File: config.mk
export PLATFORM = sky130hd
export DESIGN_NAME = bcd_to_bin_flat
export DESIGN_NICKNAME = d
export VERILOG_FILES = /design/src/rtl/bcd_to_bin_if.sv /design/src/rtl/bcd_to_bin.sv /design/src/flat_wrapper.sv
export SDC_FILE = /design/constraint.sdc
export NUM_CORES = 1
export LEC_CHECK = 0
export ABC_AREA = 1
export ABC_CLOCK_PERIOD_IN_PS = 1700
export CELL_PAD_IN_SITES_DETAIL_PLACEMENT = 1
export CELL_PAD_IN_SITES_GLOBAL_PLACEMENT = 1
export CORE_MARGIN = 1.5
export CORE_UTILIZATION = 30
export CTS_BUF_LIST = sky130_fd_sc_hd__clkbuf_8
export CTS_CLUSTER_SIZE = 16
export DETAILED_ROUTE_END_ITERATION = 7
export GPL_TIMING_DRIVEN = 0
export PLACE_DENSITY_LB_ADDON = 0.1
export SYNTH_ARGS = -nofsm -noshare
export SYNTH_HDL_FRONTEND = slang
export SYNTH_SLANG_ARGS = --single-unit
File: constraint.sdc
create_clock -name clk -period 1.7 [get_ports clk]
set_clock_uncertainty 0.1 [all_clocks]
set_input_delay 0.255 -clock clk [delete_from_list [all_inputs] [get_ports clk]]
set_output_delay 0.255 -clock clk [all_outputs]
set_load 0.01 [all_outputs]
File: src/rtl/bcd_to_bin_if.sv
// Start/ready/valid handshake bundle for the bcd_to_bin converter.
// master drives the request (start, bcd); slave returns ready, valid, bin and err.
interface bcd_to_bin_if #(
  parameter int DIGITS = 4,
  parameter int BIN_W  = 14
);
  logic                  start;
  logic [4*DIGITS-1:0]   bcd;
  logic                  ready;
  logic                  valid;
  logic [BIN_W-1:0]      bin;
  logic                  err;

  modport master (
    output start, bcd,
    input  ready, valid, bin, err
  );

  modport slave (
    input  start, bcd,
    output ready, valid, bin, err
  );
endinterface

File: src/rtl/bcd_to_bin.sv
// Sequential packed-BCD to binary converter (reverse double-dabble, one bit per clock).
// Optional digit check enabled by defining BCD2BIN_CHECK_EN.
module bcd_to_bin #(
  parameter int DIGITS = 4,
  parameter int BIN_W  = 14
) (
  input  logic         clk,
  input  logic         rst,
  bcd_to_bin_if.slave  bus
);

  localparam int NBITS = 4 * DIGITS;
  localparam int CNT_W = (NBITS > 1) ? $clog2(NBITS) : 1;
  localparam logic [CNT_W-1:0] LAST_ITER = CNT_W'(NBITS - 1);

  typedef enum logic [1:0] {
    IDLE,
    BUSY,
    DONE
  } state_e;

  state_e             state_q, state_d;
  logic [NBITS-1:0]   bcd_q, bcd_d;
  logic [NBITS-1:0]   bin_q, bin_d;
  logic [CNT_W-1:0]   cnt_q, cnt_d;
  logic [BIN_W-1:0]   res_q, res_d;

  logic [2*NBITS-1:0] shifted;
  logic [NBITS-1:0]   bcd_corr;
  logic [NBITS-1:0]   bin_sh;

`ifdef BCD2BIN_CHECK_EN
  logic chk_q, chk_d;
  logic err_q, err_d;

  function automatic logic has_bad_digit(input logic [NBITS-1:0] v);
    logic bad;
    bad = 1'b0;
    for (int i = 0; i < DIGITS; i++) begin
      if (v[4*i +: 4] > 4'd9) bad = 1'b1;
    end
    return bad;
  endfunction
`endif

  // One reverse double-dabble step: halve the pair, then fix every digit that
  // received the incoming bit (+8 must become +5).
  always_comb begin
    shifted  = {bcd_q, bin_q} >> 1;
    bcd_corr = shifted[2*NBITS-1:NBITS];
    bin_sh   = shifted[NBITS-1:0];
    for (int i = 0; i < DIGITS; i++) begin
      if (bcd_corr[4*i+3]) bcd_corr[4*i +: 4] = bcd_corr[4*i +: 4] - 4'd3;
    end
  end

  always_comb begin
    // NOTE: every variable gets a default first so no path can infer a latch.
    state_d = state_q;
    bcd_d   = bcd_q;
    bin_d   = bin_q;
    cnt_d   = cnt_q;
    res_d   = res_q;
`ifdef BCD2BIN_CHECK_EN
    chk_d   = chk_q;
    err_d   = err_q;
`endif
    unique case (state_q)
      IDLE: begin
        if (bus.start) begin
          bcd_d   = bus.bcd;
          bin_d   = '0;
          cnt_d   = '0;
          state_d = BUSY;
`ifdef BCD2BIN_CHECK_EN
          chk_d   = has_bad_digit(bus.bcd);
`endif
        end
      end
      BUSY: begin
        bcd_d = bcd_corr;
        bin_d = bin_sh;
        cnt_d = (cnt_q == LAST_ITER) ? '0 : cnt_q + 1'b1;
        if (cnt_q == LAST_ITER) begin
          state_d = DONE;
`ifdef BCD2BIN_CHECK_EN
          res_d   = chk_q ? '0 : bin_sh[BIN_W-1:0];
          err_d   = chk_q;
`else
          res_d   = bin_sh[BIN_W-1:0];
`endif
        end
      end
      DONE: begin
        state_d = IDLE;
      end
      default: begin
        state_d = IDLE;
      end
    endcase
  end

  // NOTE: the shift registers are ordinary flops, so they take the async reset
  // like the rest of the state; an aborted conversion leaves nothing behind.
  always_ff @(posedge clk or posedge rst) begin
    if (rst) begin
      state_q <= IDLE;
      bcd_q   <= '0;
      bin_q   <= '0;
      cnt_q   <= '0;
      res_q   <= '0;
`ifdef BCD2BIN_CHECK_EN
      chk_q   <= 1'b0;
      err_q   <= 1'b0;
`endif
    end else begin
      // NOTE: non-blocking assignments so every flop samples pre-edge values.
      state_q <= state_d;
      bcd_q   <= bcd_d;
      bin_q   <= bin_d;
      cnt_q   <= cnt_d;
      res_q   <= res_d;
`ifdef BCD2BIN_CHECK_EN
      chk_q   <= chk_d;
      err_q   <= err_d;
`endif
    end
  end

  assign bus.ready = (state_q == IDLE);
  assign bus.valid = (state_q == DONE);
  assign bus.bin   = res_q;
`ifdef BCD2BIN_CHECK_EN
  assign bus.err   = err_q;
`else
  assign bus.err   = 1'b0;
`endif

endmodule

File: src/flat_wrapper.sv
// flat-port wrapper written by rule: the top's interface ports become plain ports
module bcd_to_bin_flat 
#(
  parameter int DIGITS = 4,
  parameter int BIN_W  = 14
)
  (clk, rst, bus_start, bus_bcd, bus_ready, bus_valid, bus_bin, bus_err);
  bcd_to_bin_if #(.DIGITS(DIGITS), .BIN_W(BIN_W)) bus_i ();
  input  logic clk;
  input  logic rst;
  input wire logic [$bits(bus_i.start)-1:0] bus_start;
  input wire logic [$bits(bus_i.bcd)-1:0] bus_bcd;
  output wire logic [$bits(bus_i.ready)-1:0] bus_ready;
  output wire logic [$bits(bus_i.valid)-1:0] bus_valid;
  output wire logic [$bits(bus_i.bin)-1:0] bus_bin;
  output wire logic [$bits(bus_i.err)-1:0] bus_err;
  assign bus_i.start = bus_start;
  assign bus_i.bcd = bus_bcd;
  assign bus_ready = bus_i.ready;
  assign bus_valid = bus_i.valid;
  assign bus_bin = bus_i.bin;
  assign bus_err = bus_i.err;
  bcd_to_bin #(.DIGITS(DIGITS), .BIN_W(BIN_W)) u_core (.clk(clk), .rst(rst), .bus(bus_i));
endmodule
==> results.json <==
{
  "status": "finished clean",
  "setup_viol": 0,
  "switching_power_mw": 2.23,
  "post-route-min-period_ns": 1.63,
  "hold_viol": 0,
  "synthCells": 290,
  "initial_core_util_pct": 31.0,
  "slew_headroom_pct": 62.0,
  "ys_seq_area_share_pct": 50.4,
  "crit_required_ns": 1.34,
  "grt.busiest_layer": "met2",
  "post-route-period-util_pct": 95.7,
  "hold-worst-slack_ns": 0.210,
  "synth_fp_nets": 313,
  "cp-end-kind": "primary output",
  "synthTopCellsByArea": "dfrtp_1, nand2_1, inv_1",
  "num_vias": 1980,
  "first_pass_iters": 4,
  "worstSkewPairLatency_ns": 0.31,
  "synth-simple-area-share_pct": 22.7,
  "async_flop_share_pct": 100,
  "die_y_um": 94.9,
  "drt_wl_total_um": 6240,
  "drive_gt1_share_pct": 12.6,
  "grt_pass1_wl_um": 10400,
  "register_area_um2": 1280,
  "critPathMaxFanout": 9,
  "cts_buffers": 5,
  "yosysMostFrequentCell": "nand2_1",
  "ios": 36,
  "synth-seq-cells": 51,
  "yosys_warnings": 0,
  "wl_per_cell_um": 14.2,
  "p_int_mw": 3.21,
  "yosys_most_used_dff": "dfrtp_1",
  "ant_nets": 0,
  "synth-xor-area-share_pct": 0,
  "use_met1_pct": 20.0,
  "grt_use_total_pct": 15.2,
  "use_met2_pct": 25.5,
  "pre_cts_ws_ns": -0.0446,
  "area_growth_pct": 23.2,
  "rsz0062_at_grt": "false",
  "yosys-top-cells-count": "nand2_1, dfrtp_1, inv_1",
  "post-route-drc-count": 0,
  "max_cap_viol_count": 0,
  "overflow": 0,
  "viasPerCell": 4.52,
  "grt_pass1_vias": 2115,
  "arrival_ns": 1.27,
  "gr-usage-met3_pct": 2.82,
  "rows": 33,
  "grt_antenna_before_repair": 0,
  "leakage_nw": 1.47,
  "slew_violations": 0,
  "clk_pin_slew_ns": 0.10,
  "p_comb_share_pct": 46.0,
  "p_clk_share_pct": 13.3,
  "r2r_slack_ns": 0.19,
  "syn_avg_cell_area_um2": 8.73,
  "multi_input_comb_area_um2": 988,
  "worst_pin_slew_ns": 0.569,
  "post_cts_buffers": 0,
  "rr_startpoint": "u_core.cnt_q[0]",
  "grt_max_degree": 28,
  "hpwl_um": 4420,
  "timing.rr.end": "u_core.bus.bin[2]",
  "core_area_um2": 8180,
  "switching_share_pct": 41.0,
  "cts_tree": "yes",
  "reg2reg_depth": 5,
  "die_area_um2": 9000,
  "yosysTopAreaCell": "dfrtp_1",
  "path_class": "reg -> out",
  "synth_fa_ha_area_share_pct": 1.98,
  "holdBufCountCts": 0,
  "clock_sinks": 51,
  "powerDensity_nw_per_um2": 1740,
  "htreeDepth": 2,
  "drt_iter0_markers": 67,
  "gp_congestion": 0.767,
  "synth_mux_area_share_pct": 0.889,
  "cts_buffer_depth": 2,
  "cts_root_buf": "clkbuf_8",
  "synth.distinct_cells": 29,
  "port_buffers": 34,
  "seqPwrFrac_pct": 40.7,
  "fp.dieW_um": 94.9,
  "synth_top_family_by_area": "simple AND/OR/NAND/NOR gates",
  "synth_compound_area_share_pct": 13.0,
  "irDropWorstVdd_mv": 0.604,
  "fmax_mhz": 615,
  "holdCritPathClass": "in -> async",
  "setup_ws_ns": 0.0733,
  "synth-edff-count": 0,
  "cp-start-kind": "flop",
  "synthDominantCellAreaShare_pct": 50.4,
  "synth.cell_area_um2": 2530,
  "fillerInstances": 968,
  "antenna_cells": 0,
  "final_nets": 355
}
==> layout by cell type (no fill, tap or decap), types with 3 or more instances in the layout <==
cell,instances
nand2_1,85
dfrtp_1,49
inv_1,39
clkdlybuf4s50_1,32
o21ai_0,26
nand3_1,18
nor2_1,15
o22ai_1,10
a21oi_1,8
buf_6,6
clkbuf_8,5
ha_1,4
buf_4,3
o22ai_2,3
==> power by group through the flow <==
stage | clock network, mW | registers [mW] | logic (mW)
after floorplan | 0 | 2.20 | 1.66
after global placement | 0 | 2.21 | 2.48
after detailed placement | 0 | 2.22 | 2.53
after CTS | 0.758 | 2.21 | 2.54
after global routing | 0.798 | 2.31 | 2.84
final | 0.723 | 2.21 | 2.50
==> final cells by class <==
| type | count | share of cell area [%] |
|---|---|---|
| Sequential cell | 51 | 41.0 |
| Multi-Input combinational cell | 186 | 31.7 |
| Timing Repair Buffer | 35 | 11.4 |
| Inverter | 41 | 5.17 |
| Tap cell | 105 | 4.21 |
| Buffer | 12 | 3.69 |
| Clock buffer | 5 | 2.21 |
| Clock inverter | 3 | 0.682 |
==> critical path, cell delays in order (launching register included) <==
cell and delay (ns):
dfrtp_1 0.39, buf_6 0.16, nor2_1 0.14, dlygate4sd2_1 0.28
==> worst max-delay path by stage <==
stage                     slack (ns)  depth (start not counted)         endpoint         startpoint
after floorplan                 0.12                          1  u_core.bcd_q[0]                rst
after global placement         -1.07                          2  u_core.bcd_q[0]                rst
after detailed placement       -0.04                          6  u_core.bcd_q[1]          bus_start
after CTS                       0.02                          3        bus_ready  u_core.state_q[0]
after global routing           0.007                          3        bus_valid  u_core.state_q[0]
final                           0.07                          3        bus_valid  u_core.state_q[0]
==> through the flow <==
stage / cells / area, um2 / util (%) / power, mW / setup TNS (ns)
2_1_floorplan: 290 / 2530 / - / 3.87 / 0
3_3_place_gp: 429 / 3000 / 36.7 / 4.69 / -54.55
3_5_place_dp: 430 / 3020 / 37.0 / 4.76 / -0.208
4_1_cts: 438 / 3110 / 38.1 / 5.51 / 0
5_1_grt: 438 / 3120 / 38.2 / 5.95 / 0
6_report: 438 / 3120 / 38.2 / 5.43 / 0
==> metal layers <==
| metal | vias to the layer above | routed length (um) |
|---|---|---|
| li1 | 1005 | - |
| met1 | 944 | 3060 |
| met2 | 26 | 2930 |
| met3 | 5 | 190 |
| met4 | 0 | 58 |
| met5 | - | 0 |
==> registers in the layout (all words and copies together), names as in the netlist <==
name,cells
u_core.bcd_q,16
u_core.state_q,2
u_core.bin_q,15
u_core.bus.bin,14
u_core.cnt_q,4
==> cell families after synthesis <==
kind of cell,count (synthesis)
other,1
AO/OA/AOI/OAI,52
AND/OR/NAND/NOR,128
multiplexers,1
flip-flops,51
buffers and inverters,53
adder cells (fa/ha/maj),4
==> timing repair <==
item | in CTS | in global routing
endpoints found under the hold margin | 0 | 0
gates resized for setup | 4 | 5
pin swaps | 0 | 0
setup endpoints to repair | 10 | 12
Note: power is estimated with default switching activity, not from simulation.
